## config.mk

```make
export PLATFORM = sky130hd
export DESIGN_NAME = mem_port_arbiter_flat
export DESIGN_NICKNAME = d
export VERILOG_FILES = /design/src/rtl/mem_port_arbiter_pkg.sv /design/src/rtl/mem_port_arbiter_if.sv /design/src/rtl/mem_port_arbiter_tag_table.sv /design/src/rtl/mem_port_arbiter.sv /design/src/flat_wrapper.sv
export SDC_FILE = /design/constraint.sdc
export NUM_CORES = 1
export LEC_CHECK = 0
export BUFFER_PORTS_ARGS = -buffer_cell sky130_fd_sc_hd__buf_4
export CAP_MARGIN = 20
export CORE_AREA = 2 2 216 218
export DETAILED_ROUTE_END_ITERATION = 8
export DIE_AREA = 0 0 218 220
export GPL_ROUTABILITY_DRIVEN = 0
export HOLD_SLACK_MARGIN = 0.1
export SLEW_MARGIN = 20
export SYNTH_ARGS = -nofsm -noshare
export SYNTH_HDL_FRONTEND = slang
export SYNTH_HIERARCHICAL = 1
export SYNTH_SLANG_ARGS = --single-unit
```

## constraint.sdc

```tcl
create_clock -name clk_i -period 4.6 [get_ports clk_i]
set_input_delay 1.38 -clock clk_i [delete_from_list [all_inputs] [get_ports clk_i]]
set_output_delay 1.38 -clock clk_i [all_outputs]
set_load 0.005 [all_outputs]
```

## src/rtl/mem_port_arbiter_pkg.sv

```systemverilog
// Shared bus command encodings, owner ids and default sizes for the memory-port arbiter.
package mem_port_arbiter_pkg;
  localparam int NUM_MEM_TAG_BITS = 4;
  localparam int NUM_MEM_TAGS     = 15;
  localparam int STARVE_LIMIT_DEF = 4;

  typedef enum logic [1:0] {
    BUS_NONE  = 2'd0,
    BUS_LOAD  = 2'd1,
    BUS_STORE = 2'd2
  } bus_cmd_e;

  typedef enum logic {
    OWNER_IC  = 1'b0,
    OWNER_LSQ = 1'b1
  } owner_e;
endpackage

```

## src/rtl/mem_port_arbiter_if.sv

```systemverilog
// Request, memory and return-path signals around the memory-port arbiter.
interface mem_port_arbiter_if
  import mem_port_arbiter_pkg::*;
#(
  parameter int TAG_BITS = NUM_MEM_TAG_BITS
);
  bus_cmd_e              ic2arb_command;
  logic [63:0]           ic2arb_addr;
  bus_cmd_e              lsq2arb_command;
  logic [63:0]           lsq2arb_addr;
  logic [63:0]           lsq2arb_data;

  bus_cmd_e              arb2mem_command;
  logic [63:0]           arb2mem_addr;
  logic [63:0]           arb2mem_data;
  logic [TAG_BITS-1:0]   mem2arb_response;
  logic [TAG_BITS-1:0]   mem2arb_tag;
  logic [63:0]           mem2arb_data;

  logic [TAG_BITS-1:0]   arb2ic_response;
  logic [TAG_BITS-1:0]   arb2lsq_response;
  logic [TAG_BITS-1:0]   arb2ic_tag;
  logic [63:0]           arb2ic_data;
  logic [TAG_BITS-1:0]   arb2lsq_tag;
  logic [63:0]           arb2lsq_data;

  // Arbiter side.
  modport master (
    input  ic2arb_command, ic2arb_addr,
    input  lsq2arb_command, lsq2arb_addr, lsq2arb_data,
    input  mem2arb_response, mem2arb_tag, mem2arb_data,
    output arb2mem_command, arb2mem_addr, arb2mem_data,
    output arb2ic_response, arb2lsq_response,
    output arb2ic_tag, arb2ic_data, arb2lsq_tag, arb2lsq_data
  );

  // Requesters and memory side.
  modport slave (
    output ic2arb_command, ic2arb_addr,
    output lsq2arb_command, lsq2arb_addr, lsq2arb_data,
    output mem2arb_response, mem2arb_tag, mem2arb_data,
    input  arb2mem_command, arb2mem_addr, arb2mem_data,
    input  arb2ic_response, arb2lsq_response,
    input  arb2ic_tag, arb2ic_data, arb2lsq_tag, arb2lsq_data
  );
endinterface

```

## src/rtl/mem_port_arbiter_tag_table.sv

```systemverilog
// Per-tag owner table for outstanding loads: record, clear, combinational lookup, live count.
module mem_tag_owner_table
  import mem_port_arbiter_pkg::*;
#(
  parameter int TAG_BITS = NUM_MEM_TAG_BITS,
  parameter int NUM_TAGS = NUM_MEM_TAGS
) (
  input  logic                clk_i,
  input  logic                rst_n_i,
  input  logic                rec_en_i,
  input  logic [TAG_BITS-1:0] rec_tag_i,
  input  owner_e              rec_owner_i,
  input  logic                clr_en_i,
  input  logic [TAG_BITS-1:0] clr_tag_i,
  input  logic [TAG_BITS-1:0] lkp_tag_i,
  output logic                lkp_valid_o,
  output owner_e              lkp_owner_o,
  output logic                rec_collide_o,
  output logic [TAG_BITS-1:0] count_o
);
  localparam int DEPTH = NUM_TAGS + 1;

  logic [DEPTH-1:0] valid_q, valid_d;
  owner_e           owner_q [DEPTH];
  logic [TAG_BITS-1:0] count_q;

  function automatic logic [TAG_BITS-1:0] popcount(input logic [DEPTH-1:0] v);
    logic [TAG_BITS-1:0] c;
    c = '0;
    for (int i = 0; i < DEPTH; i++) c = c + {{(TAG_BITS-1){1'b0}}, v[i]};
    return c;
  endfunction

  assign lkp_valid_o = valid_q[lkp_tag_i];
  assign lkp_owner_o = owner_q[lkp_tag_i];
  // A same-cycle return of the tag being recorded is a legitimate reuse, not a collision.
  assign rec_collide_o = rec_en_i && valid_q[rec_tag_i] &&
                         !(clr_en_i && (clr_tag_i == rec_tag_i));
  assign count_o = count_q;

  always_comb begin
    valid_d = valid_q;
    if (clr_en_i) valid_d[clr_tag_i] = 1'b0;
    if (rec_en_i) valid_d[rec_tag_i] = 1'b1;
  end

  always_ff @(posedge clk_i or negedge rst_n_i) begin
    if (!rst_n_i) begin
      valid_q <= '0;
      count_q <= '0;
    end else begin
      valid_q <= valid_d;
      count_q <= popcount(valid_d);
    end
  end

  always_ff @(posedge clk_i) begin
    if (rec_en_i) owner_q[rec_tag_i] <= rec_owner_i;
  end
endmodule

```

## src/rtl/mem_port_arbiter.sv

```systemverilog
// Grants the single memory port to IC or LSQ (LSQ-first with IC anti-starvation)
// and routes tagged load returns back to whichever requester issued them.
module mem_port_arbiter
  import mem_port_arbiter_pkg::*;
#(
  parameter int TAG_BITS     = NUM_MEM_TAG_BITS,
  parameter int NUM_TAGS     = NUM_MEM_TAGS,
  parameter int STARVE_LIMIT = STARVE_LIMIT_DEF
) (
  input  logic                clk_i,
  input  logic                rst_n_i,
  mem_port_arbiter_if.master  bus_if,
  output logic [TAG_BITS-1:0] outstanding_o,
  output logic                err_unknown_tag_o
);
  localparam int SW = $clog2(STARVE_LIMIT + 1);

  logic [SW-1:0] starve_q, starve_d;
  logic          err_q, err_d;
  logic          req_ic, req_lsq, grant_ic, grant_lsq, accepted;
  logic          rec_en, clr_en, lkp_valid, rec_collide, unknown_ret;
  owner_e        rec_owner, lkp_owner;
  bus_cmd_e      mem_cmd;

  always_comb begin
    req_ic    = (bus_if.ic2arb_command == BUS_LOAD);
    req_lsq   = (bus_if.lsq2arb_command != BUS_NONE);
    grant_ic  = req_ic && (!req_lsq || (starve_q == SW'(STARVE_LIMIT)));
    grant_lsq = req_lsq && !grant_ic;
    accepted  = (bus_if.mem2arb_response != '0);

    mem_cmd                 = BUS_NONE;
    bus_if.arb2mem_addr     = '0;
    bus_if.arb2mem_data     = '0;
    bus_if.arb2ic_response  = '0;
    bus_if.arb2lsq_response = '0;
    if (grant_ic) begin
      mem_cmd                = BUS_LOAD;
      bus_if.arb2mem_addr    = bus_if.ic2arb_addr;
      bus_if.arb2ic_response = bus_if.mem2arb_response;
    end else if (grant_lsq) begin
      mem_cmd                 = bus_if.lsq2arb_command;
      bus_if.arb2mem_addr     = bus_if.lsq2arb_addr;
      bus_if.arb2mem_data     = bus_if.lsq2arb_data;
      bus_if.arb2lsq_response = bus_if.mem2arb_response;
    end
    bus_if.arb2mem_command = mem_cmd;
  end

  assign rec_en    = accepted && (mem_cmd == BUS_LOAD);
  assign rec_owner = grant_lsq ? OWNER_LSQ : OWNER_IC;

  // Return path: data is broadcast, only the owner sees a non-zero tag.
  assign clr_en      = (bus_if.mem2arb_tag != '0) && lkp_valid;
  assign unknown_ret = (bus_if.mem2arb_tag != '0) && !lkp_valid;
  assign bus_if.arb2ic_tag   = (clr_en && lkp_owner == OWNER_IC)  ? bus_if.mem2arb_tag : '0;
  assign bus_if.arb2lsq_tag  = (clr_en && lkp_owner == OWNER_LSQ) ? bus_if.mem2arb_tag : '0;
  assign bus_if.arb2ic_data  = bus_if.mem2arb_data;
  assign bus_if.arb2lsq_data = bus_if.mem2arb_data;

  mem_tag_owner_table #(
    .TAG_BITS (TAG_BITS),
    .NUM_TAGS (NUM_TAGS)
  ) u_table (
    .clk_i         (clk_i),
    .rst_n_i       (rst_n_i),
    .rec_en_i      (rec_en),
    .rec_tag_i     (bus_if.mem2arb_response),
    .rec_owner_i   (rec_owner),
    .clr_en_i      (clr_en),
    .clr_tag_i     (bus_if.mem2arb_tag),
    .lkp_tag_i     (bus_if.mem2arb_tag),
    .lkp_valid_o   (lkp_valid),
    .lkp_owner_o   (lkp_owner),
    .rec_collide_o (rec_collide),
    .count_o       (outstanding_o)
  );

  // Any IC cycle without an accepted response, including a memory refusal, counts as denied.
  always_comb begin
    starve_d = starve_q;
    if (req_ic) begin
      if (grant_ic && accepted)             starve_d = '0;
      else if (starve_q != SW'(STARVE_LIMIT)) starve_d = starve_q + 1'b1;
    end
    err_d = err_q | unknown_ret | rec_collide;
  end

  always_ff @(posedge clk_i or negedge rst_n_i) begin
    if (!rst_n_i) begin
      starve_q <= '0;
      err_q    <= 1'b0;
    end else begin
      starve_q <= starve_d;
      err_q    <= err_d;
    end
  end

  assign err_unknown_tag_o = err_q;
endmodule

```

## src/flat_wrapper.sv

```systemverilog
// flat-port wrapper written by rule: the top's interface ports become plain ports
module mem_port_arbiter_flat import mem_port_arbiter_pkg::*;
#(
  parameter int TAG_BITS     = NUM_MEM_TAG_BITS,
  parameter int NUM_TAGS     = NUM_MEM_TAGS,
  parameter int STARVE_LIMIT = STARVE_LIMIT_DEF
)
  (clk_i, rst_n_i, outstanding_o, err_unknown_tag_o, bus_if_ic2arb_command, bus_if_ic2arb_addr, bus_if_lsq2arb_command, bus_if_lsq2arb_addr, bus_if_lsq2arb_data, bus_if_mem2arb_response, bus_if_mem2arb_tag, bus_if_mem2arb_data, bus_if_arb2mem_command, bus_if_arb2mem_addr, bus_if_arb2mem_data, bus_if_arb2ic_response, bus_if_arb2lsq_response, bus_if_arb2ic_tag, bus_if_arb2ic_data, bus_if_arb2lsq_tag, bus_if_arb2lsq_data);
  mem_port_arbiter_if #(.TAG_BITS(TAG_BITS)) bus_if_i ();
  input  logic clk_i;
  input  logic rst_n_i;
  output logic [TAG_BITS-1:0] outstanding_o;
  output logic err_unknown_tag_o;
  input wire logic [$bits(bus_if_i.ic2arb_command)-1:0] bus_if_ic2arb_command;
  input wire logic [$bits(bus_if_i.ic2arb_addr)-1:0] bus_if_ic2arb_addr;
  input wire logic [$bits(bus_if_i.lsq2arb_command)-1:0] bus_if_lsq2arb_command;
  input wire logic [$bits(bus_if_i.lsq2arb_addr)-1:0] bus_if_lsq2arb_addr;
  input wire logic [$bits(bus_if_i.lsq2arb_data)-1:0] bus_if_lsq2arb_data;
  input wire logic [$bits(bus_if_i.mem2arb_response)-1:0] bus_if_mem2arb_response;
  input wire logic [$bits(bus_if_i.mem2arb_tag)-1:0] bus_if_mem2arb_tag;
  input wire logic [$bits(bus_if_i.mem2arb_data)-1:0] bus_if_mem2arb_data;
  output wire logic [$bits(bus_if_i.arb2mem_command)-1:0] bus_if_arb2mem_command;
  output wire logic [$bits(bus_if_i.arb2mem_addr)-1:0] bus_if_arb2mem_addr;
  output wire logic [$bits(bus_if_i.arb2mem_data)-1:0] bus_if_arb2mem_data;
  output wire logic [$bits(bus_if_i.arb2ic_response)-1:0] bus_if_arb2ic_response;
  output wire logic [$bits(bus_if_i.arb2lsq_response)-1:0] bus_if_arb2lsq_response;
  output wire logic [$bits(bus_if_i.arb2ic_tag)-1:0] bus_if_arb2ic_tag;
  output wire logic [$bits(bus_if_i.arb2ic_data)-1:0] bus_if_arb2ic_data;
  output wire logic [$bits(bus_if_i.arb2lsq_tag)-1:0] bus_if_arb2lsq_tag;
  output wire logic [$bits(bus_if_i.arb2lsq_data)-1:0] bus_if_arb2lsq_data;
  assign bus_if_i.ic2arb_command = bus_if_ic2arb_command;
  assign bus_if_i.ic2arb_addr = bus_if_ic2arb_addr;
  assign bus_if_i.lsq2arb_command = bus_if_lsq2arb_command;
  assign bus_if_i.lsq2arb_addr = bus_if_lsq2arb_addr;
  assign bus_if_i.lsq2arb_data = bus_if_lsq2arb_data;
  assign bus_if_i.mem2arb_response = bus_if_mem2arb_response;
  assign bus_if_i.mem2arb_tag = bus_if_mem2arb_tag;
  assign bus_if_i.mem2arb_data = bus_if_mem2arb_data;
  assign bus_if_arb2mem_command = bus_if_i.arb2mem_command;
  assign bus_if_arb2mem_addr = bus_if_i.arb2mem_addr;
  assign bus_if_arb2mem_data = bus_if_i.arb2mem_data;
  assign bus_if_arb2ic_response = bus_if_i.arb2ic_response;
  assign bus_if_arb2lsq_response = bus_if_i.arb2lsq_response;
  assign bus_if_arb2ic_tag = bus_if_i.arb2ic_tag;
  assign bus_if_arb2ic_data = bus_if_i.arb2ic_data;
  assign bus_if_arb2lsq_tag = bus_if_i.arb2lsq_tag;
  assign bus_if_arb2lsq_data = bus_if_i.arb2lsq_data;
  mem_port_arbiter #(.TAG_BITS(TAG_BITS), .NUM_TAGS(NUM_TAGS), .STARVE_LIMIT(STARVE_LIMIT)) u_core (.clk_i(clk_i), .rst_n_i(rst_n_i), .bus_if(bus_if_i), .outstanding_o(outstanding_o), .err_unknown_tag_o(err_unknown_tag_o));
endmodule
```

# ---- Yosys cells after proc, flatten, opt, wreduce, memory -nomap -nowiden
# Memory sizes are Yosys's and may differ from the RTL's.
# Index checks and enable logic that the tools add are counted.
dict set report word_totals {
  reg_bits 24
  word_cells 85
  memories 1
  ramBits 16
  mem_bits_ro 0
  inputBits 270
  latch_bits 0
}
# name words width rd rd_ports_with_merged_regs wr line_no
set mem_list {}
lappend mem_list {u_core.u_table.owner_q 16 1 1 0 1 mem_port_arbiter_tag_table.sv:24} ;# owner_e owner_q [DEPTH];
dict set report op_classes {
  n_lt_le_gt_ge 4
  multipliers 0
  n_bitwise 6
  muxes 26
  div 0
  eq_ne 5
  shift 0
  reduce_logical 23
  addsub 16
}
# cell n
set op_table {}
lappend op_table {{$mux W64} 4}
lappend op_table {{$add A4 B1 Y4} 12}
lappend op_table {{$mux W16} 2}
lappend op_table {{$mux W4} 5}
lappend op_table {{$and A16 B16 Y16} 1}
lappend op_table {{$not A16 Y16} 1}
lappend op_table {{$or A16 B16 Y16} 1}
lappend op_table {{$logic_and A1 B1 Y1} 13}
lappend op_table {{$lt A4 B5 Y1 const B} 2}
lappend op_table {{$bmux W1 S4} 2}
lappend op_table {{$demux W1 S4} 2}
lappend op_table {{$ge A4 B1 Y1 const B} 2}
lappend op_table {{$reduce_bool A4 Y1} 2}
lappend op_table {{$mux W1} 7}
lappend op_table {{$mux W3} 2}
lappend op_table {{$add A3 B1 Y4} 1}
lappend op_table {{$eq A2 B1 Y1 const B} 2}
lappend op_table {{$eq A4 B4 Y1} 1}
lappend op_table {{$logic_not A1 Y1} 4}
lappend op_table {{$mux W2} 2}
lappend op_table {{$reduce_bool A2 Y1} 2}
lappend op_table {{$add A2 B1 Y3} 1}
lappend op_table {{$add A3 B1 Y3 const B} 1}
lappend op_table {{$eq A3 B3 Y1 const B} 1}
lappend op_table {{6 further kinds} 7}

# ---- Depth between registers and ports, before layout
dict set report depth {
  depth_word 26
  mapped_depth 22
  depth_no_buf 20
}

# ---- By module
# The synthesis kept the hierarchy.
# mod area_per_inst_um2 cells_each instances
set by_module_without_submodules {}
lappend by_module_without_submodules {mem_port_arbiter 2456.1 326 1}
lappend by_module_without_submodules {mem_tag_owner_table 2107.0 161 1}

# ---- Worst setup path before layout
# Ideal clock, no wire load.
dict set report synth_path {
  path_kind {input -> register}
  from {input bus_if_mem2arb_tag[1]}
  to {register u_core.u_table.count_q[2], in the netlist u_core/u_table/count_o[2]}
  path_slack_ps -1493
  arrival_time_ps 5971
  cell_stages 16
  t_required_ps 4477
  path_cell_list {clkbuf_1 -> mux4_2 -> mux4_2 -> nor2b_1 -> or3b_2 -> o21ai_0 -> nand2b_1 -> fa_1 -> inv_1 -> fa_1 -> fa_1 -> inv_1 -> fa_1 -> ha_1 -> fa_1 -> xor2_1}
}
# element line_no
set synth_lines {}
lappend synth_lines {{start, declared} flat_wrapper.sv:20} ;# input wire logic [$bits(bus_if_i.mem2arb_tag)-1:0] bus_if_mem2arb_tag;
lappend synth_lines {{$bmux W1 S4 (*)} mem_port_arbiter_tag_table.sv:34} ;# assign lkp_valid_o = valid_q[lkp_tag_i];
lappend synth_lines {{$mux W1 (not written as such) (*)} mem_port_arbiter_tag_table.sv:34}
lappend synth_lines {{net u_core.lkp_valid} mem_port_arbiter.sv:21} ;# logic rec_en, clr_en, lkp_valid, rec_collide, unknown_ret;
lappend synth_lines {{$logic_and A1 B1 Y1 (*)} mem_port_arbiter.sv:54} ;# assign clr_en = (bus_if.mem2arb_tag != '0) && lkp_valid;
lappend synth_lines {{net u_core.clr_en} mem_port_arbiter.sv:21}
lappend synth_lines {{$mux W16 (*)} mem_port_arbiter_tag_table.sv:43} ;# if (clr_en_i) valid_d[clr_tag_i] = 1'b0;
lappend synth_lines {{$or A16 B16 Y16 (no source line)} n/a}
lappend synth_lines {{$mux W16 (*)} mem_port_arbiter_tag_table.sv:44} ;# if (rec_en_i) valid_d[rec_tag_i] = 1'b1;
lappend synth_lines {{net u_core.u_table.valid_d[0]} mem_port_arbiter_tag_table.sv:23} ;# logic [DEPTH-1:0] valid_q, valid_d;
lappend synth_lines {{$add A1 B1 Y2 (*)} mem_port_arbiter_tag_table.sv:30} ;# for (int i = 0; i < DEPTH; i++) c = c + {{(TAG_BITS-1){1'b0}}, v[i]};
lappend synth_lines {{$add A2 B1 Y3 (*)} mem_port_arbiter_tag_table.sv:30}
lappend synth_lines {{$add A3 B1 Y4 (*)} mem_port_arbiter_tag_table.sv:30}
lappend synth_lines {{$add A4 B1 Y4 (*) (12 in series)} mem_port_arbiter_tag_table.sv:30}
lappend synth_lines {{end signal, assigned} mem_port_arbiter_tag_table.sv:53} ;# count_q <= popcount(valid_d);
lappend synth_lines {{end, declared} mem_port_arbiter_tag_table.sv:25} ;# logic [TAG_BITS-1:0] count_q;
# Mark *: on every way through the listed nets, which the timed path passes. The rest lies on a longest branch. The select of a mux whose other input is x is not followed.
# A chain may end at the register's enable or synchronous reset.

# ---- Worst setup path after layout
dict set report layout_path {
  from {input bus_if_mem2arb_tag[0]}
  to {register u_core.u_table.count_q[1], in the netlist u_core/u_table/count_o[1]}
}
# The elaborated chain is that of the path after synthesis.

==> reports/qor.yml <==
run_status:
  status: "complete, but fails checks"
  violations: "negative setup slack"
sta:
  hold_ws_ns: 0.4812
  min_period_ns: 5.551
  max_freq_mhz: 180.1
  worst_slack_ns: -0.9512
  drv_slew: 0
  relSlewSlack_pct: 58.05
  post-route-period-util_pct: 120.7
  setup_viol_count_final: 12
  fin_worst_skew_ns: 0.003929
  worst_pin_slew_ns: 0.6226
  grt_setup_unrepaired: "yes"
  hold_violations: 0
global_route:
  grtUsageTotal_pct: 11.29
  grt_pass1_wl_um: 37320
  antenna_found_initial: 12
  grt_max_degree: 116
  gr-total-overflow: 0
  first_global_vias: 4587
finish:
  final_cells: 1377
  utilization_pct: 16.91
  design_area_mm2: 0.007754
  drive_above_1_share_pct: 62.89
  nNetsFinal: 1054
  nFillCells: 5153
  syn2layout_area_growth_pct: 69.92
pwr:
  clock_power_share_pct: 10.7
  finalPower_mw: 3.633
  p_int_mw: 2.226
  max-vdd-ir-drop_mv: 0.9478
  p_seq_share_pct: 16.0
  power_density_mw_per_mm2: 468.6
  total_leakage_power_nw: 3.681
  p_sw_share_pct: 38.74
  p_comb_share_pct: 73.4
  power_switching_mw: 1.408
setup_path:
  path_buf_inv: 3
  critPathSlowestCell: "fa_1"
  cp_common_cell: "fa_1"
  cp_cell_sequence: "buf_12 -> mux4_2 -> mux4_2 -> nor2b_4 -> or3b_4 -> o21ai_2 -> nand2b_1 -> fa_1 -> inv_1 -> fa_1 -> fa_1 -> inv_2 -> fa_2 -> ha_4 -> fa_2"
  critPathKind: "in2reg"
  arrival_ns: 5.71
  critical-path-max-stage-delay_ns: 0.56
  cp_max_fo: 6
  cp_top_family: "adder cells"
  worstPathRequired_ns: 4.76
  startpoint_type: "primary input"
  crit_path_end_kind: "flop"
  rrSetupSlack_ns: -0.14
routing:
  wl_per_cell_um: 21.37
  firstDrtPassIters: 4
  viasPerCell: 3.503
  wirelength_um: 29420
  num_vias: 4823
  detail-route-antenna-nets: 0
  drc: 0
  drt_iter0_drc: 309
clocking:
  cts_sinks: 40
  clk_latency_ns: 0.28
  cts-root-buf: "clkbuf_16"
  cts_tree: "done"
  cts_hold_buffers: 0
  clkTransAtPathRegs_ns: 0.06
  cts_inserted_buffers: 5
  cts-htree-levels: 2
  clk_path_buf_depth: 2
floorplan:
  rows: 79
  die_w_um: 218
  start_util_pct: 9.949
  ios: 549
  die_area_mm2: 0.04796
  core_mm2: 0.04586
  die_y_um: 220
placement:
  dpl.cell_count: 1354
  placed_area_mm2: 0.007362
  dp_hpwl_um: 26000
  portBuffers: 356
synth:
  avgSynthCellArea_um2: 9.370
  syn-num-nets: 774
  ys_types: 44
  synthFlopType: "dfrtp_1"
  synthesis.yosys.warnings: 6
  syn-cell-area_mm2: 0.004563
  ys_seq_area_share_pct: 23.69
  synth_edf_count: 16
  ys_ff_latch: 40
  async_reset_ff_share_pct: 60.00
  syn_inst: 487
job:
  drv_cap: 0
worst_hold_path:
  hp-class: "reg2reg"
per-layer routing:
| layer | share of wire [%] | global-route usage (%) |
|---|---|---|
| met2 | 47 | 18.70 |
| met1 | 37 | 12.78 |
| met4 | 1.9 | 1.837 |
| met3 | 14 | 6.404 |
| met5 | 0.24 | 0 |
power by group through the flow:
stage / combinational, mW / clock (mW) / sequential, mW
after floorplan: 1.44 / 0 / 0.561
after global placement: 2.32 / 0 / 0.585
after detailed placement: 2.46 / 0 / 0.579
after CTS: 2.49 / 0.398 / 0.576
after global routing: 2.99 / 0.410 / 0.589
final: 2.67 / 0.388 / 0.580
cell families (layout without fill, tap and decap cells):
kind of cell             after synthesis  in the layout  synth area share (%)
multiplexers                          18             18                 8.308
AND/OR/NAND/NOR                      134            134                 17.63
buffers and inverters                169            450                 25.09
flip-flops                            40             40                 23.69
adder cells (fa/ha/maj)               17             17                 6.306
other                                  0              2                     0
AO/OA/AOI/OAI                        103            103                 17.82
XOR/XNOR                               6              6                 1.152
through the flow:
stage	setup TNS [ns]	setup slack (ns)
after floorplan	-4.090	-1.129
after global placement	-5.143	-1.243
after detailed placement	-5.930	-1.391
after CTS	-3.461	-0.9622
after global routing	-6.096	-1.059
final	-5.017	-0.9512
state kept, by name (all words and copies together) (netlist names):
register                  count
u_core/u_table/count_o        4
u_core/u_table/valid_q       16
u_core/err_unknown_tag_o      1
u_core/starve_q               3
u_core/u_table/owner_q       16
cell usage after synthesis, drive strengths merged (2+ instances only):
library cell	count	area (µm²)
a21o	2	15.01
a21oi	3	26.28
a22o	65	569.3
and2	76	478.0
and3	5	31.28
buf	145	1054
clkbuf	10	38.78
dfrtp	24	600.6
edfxtp	16	480.5
fa	10	200.2
ha	7	87.58
inv	14	52.55
mux2i	3	30.03
mux4	14	337.8
nand2	3	11.26
nand2b	9	56.30
nand3	4	20.02
nand3b	4	30.03
nor2	14	52.55
nor2b	6	40.04
nor3	5	25.02
o21ai	28	140.1
or2	3	18.77
or3b	2	17.52
xnor2	2	17.52
xor2	4	35.03
repair_timing:
| action | in CTS | in global routing |
|---|---|---|
| gates resized for setup | 13 | 36 |
| endpoints found under the setup margin | 12 | 11 |
| pin swaps | 0 | 7 |
| setup buffers | 5 | 8 |
layout make-up:
type | count | area [µm²] | share of cell area, %
timing repair buffer | 428 | 3296 | 42.50
inverter | 14 | 52.55 | 0.6777
tap | 607 | 759.5 | 9.795
multi-input combinational | 278 | 2396 | 30.90
sequential | 40 | 1081 | 13.94
antenna | 2 | 5.005 | 0.06455
clock inverter | 2 | 35.03 | 0.4518
clock buffer | 6 | 128.9 | 1.662
placed cells by master, fill, tap and decap left out, types with 4 or more instances in the layout:
| cell type | instances |
|---|---|
| mux4_2 | 14 |
| edfxtp_1 | 16 |
| buf_6 | 10 |
| xor2_1 | 4 |
| o21ai_1 | 6 |
| inv_2 | 4 |
| nor2_1 | 14 |
| and2_4 | 4 |
| fa_1 | 8 |
| o21ai_0 | 18 |
| a22o_1 | 65 |
| ha_1 | 6 |
| inv_1 | 10 |
| buf_4 | 414 |
| dfrtp_1 | 24 |
| nand3b_1 | 4 |
| nand2b_1 | 9 |
| clkbuf_16 | 5 |
| o21ai_2 | 4 |
| and2_1 | 70 |
| nor3_1 | 5 |
path summary, 6_finish.rpt:
kind	end	from	cells after the start
hold / removal	u_core/err_unknown_tag_o$_DFF_PN0_	u_core/err_unknown_tag_o$_DFF_PN0_	2
max in group asynchronous	u_core/starve_q[0]$_DFFE_PN0P_	rst_n_i	1
setup / recovery	u_core/u_table/count_o[1]$_DFF_PN0_	bus_if_mem2arb_tag[0]	15
min in group asynchronous	u_core/u_table/valid_q[7]$_DFF_PN0_	rst_n_i	1
setup reg to reg	u_core/u_table/count_o[1]$_DFF_PN0_	u_core/u_table/valid_q[2]$_DFF_PN0_	14
hold reg to reg	u_core/err_unknown_tag_o$_DFF_PN0_	u_core/err_unknown_tag_o$_DFF_PN0_	2
worst register-to-register path: cells and delay by family, from the launching register on:
kind,cells,cell delay (ns)
flops,1,0.41
mux,2,0.97
buf+inv,3,0.23
fa+ha+maj,6,2.61
compound gates,1,0.16
simple gates,2,0.24
Note: power is estimated with default switching activity, not from simulation.
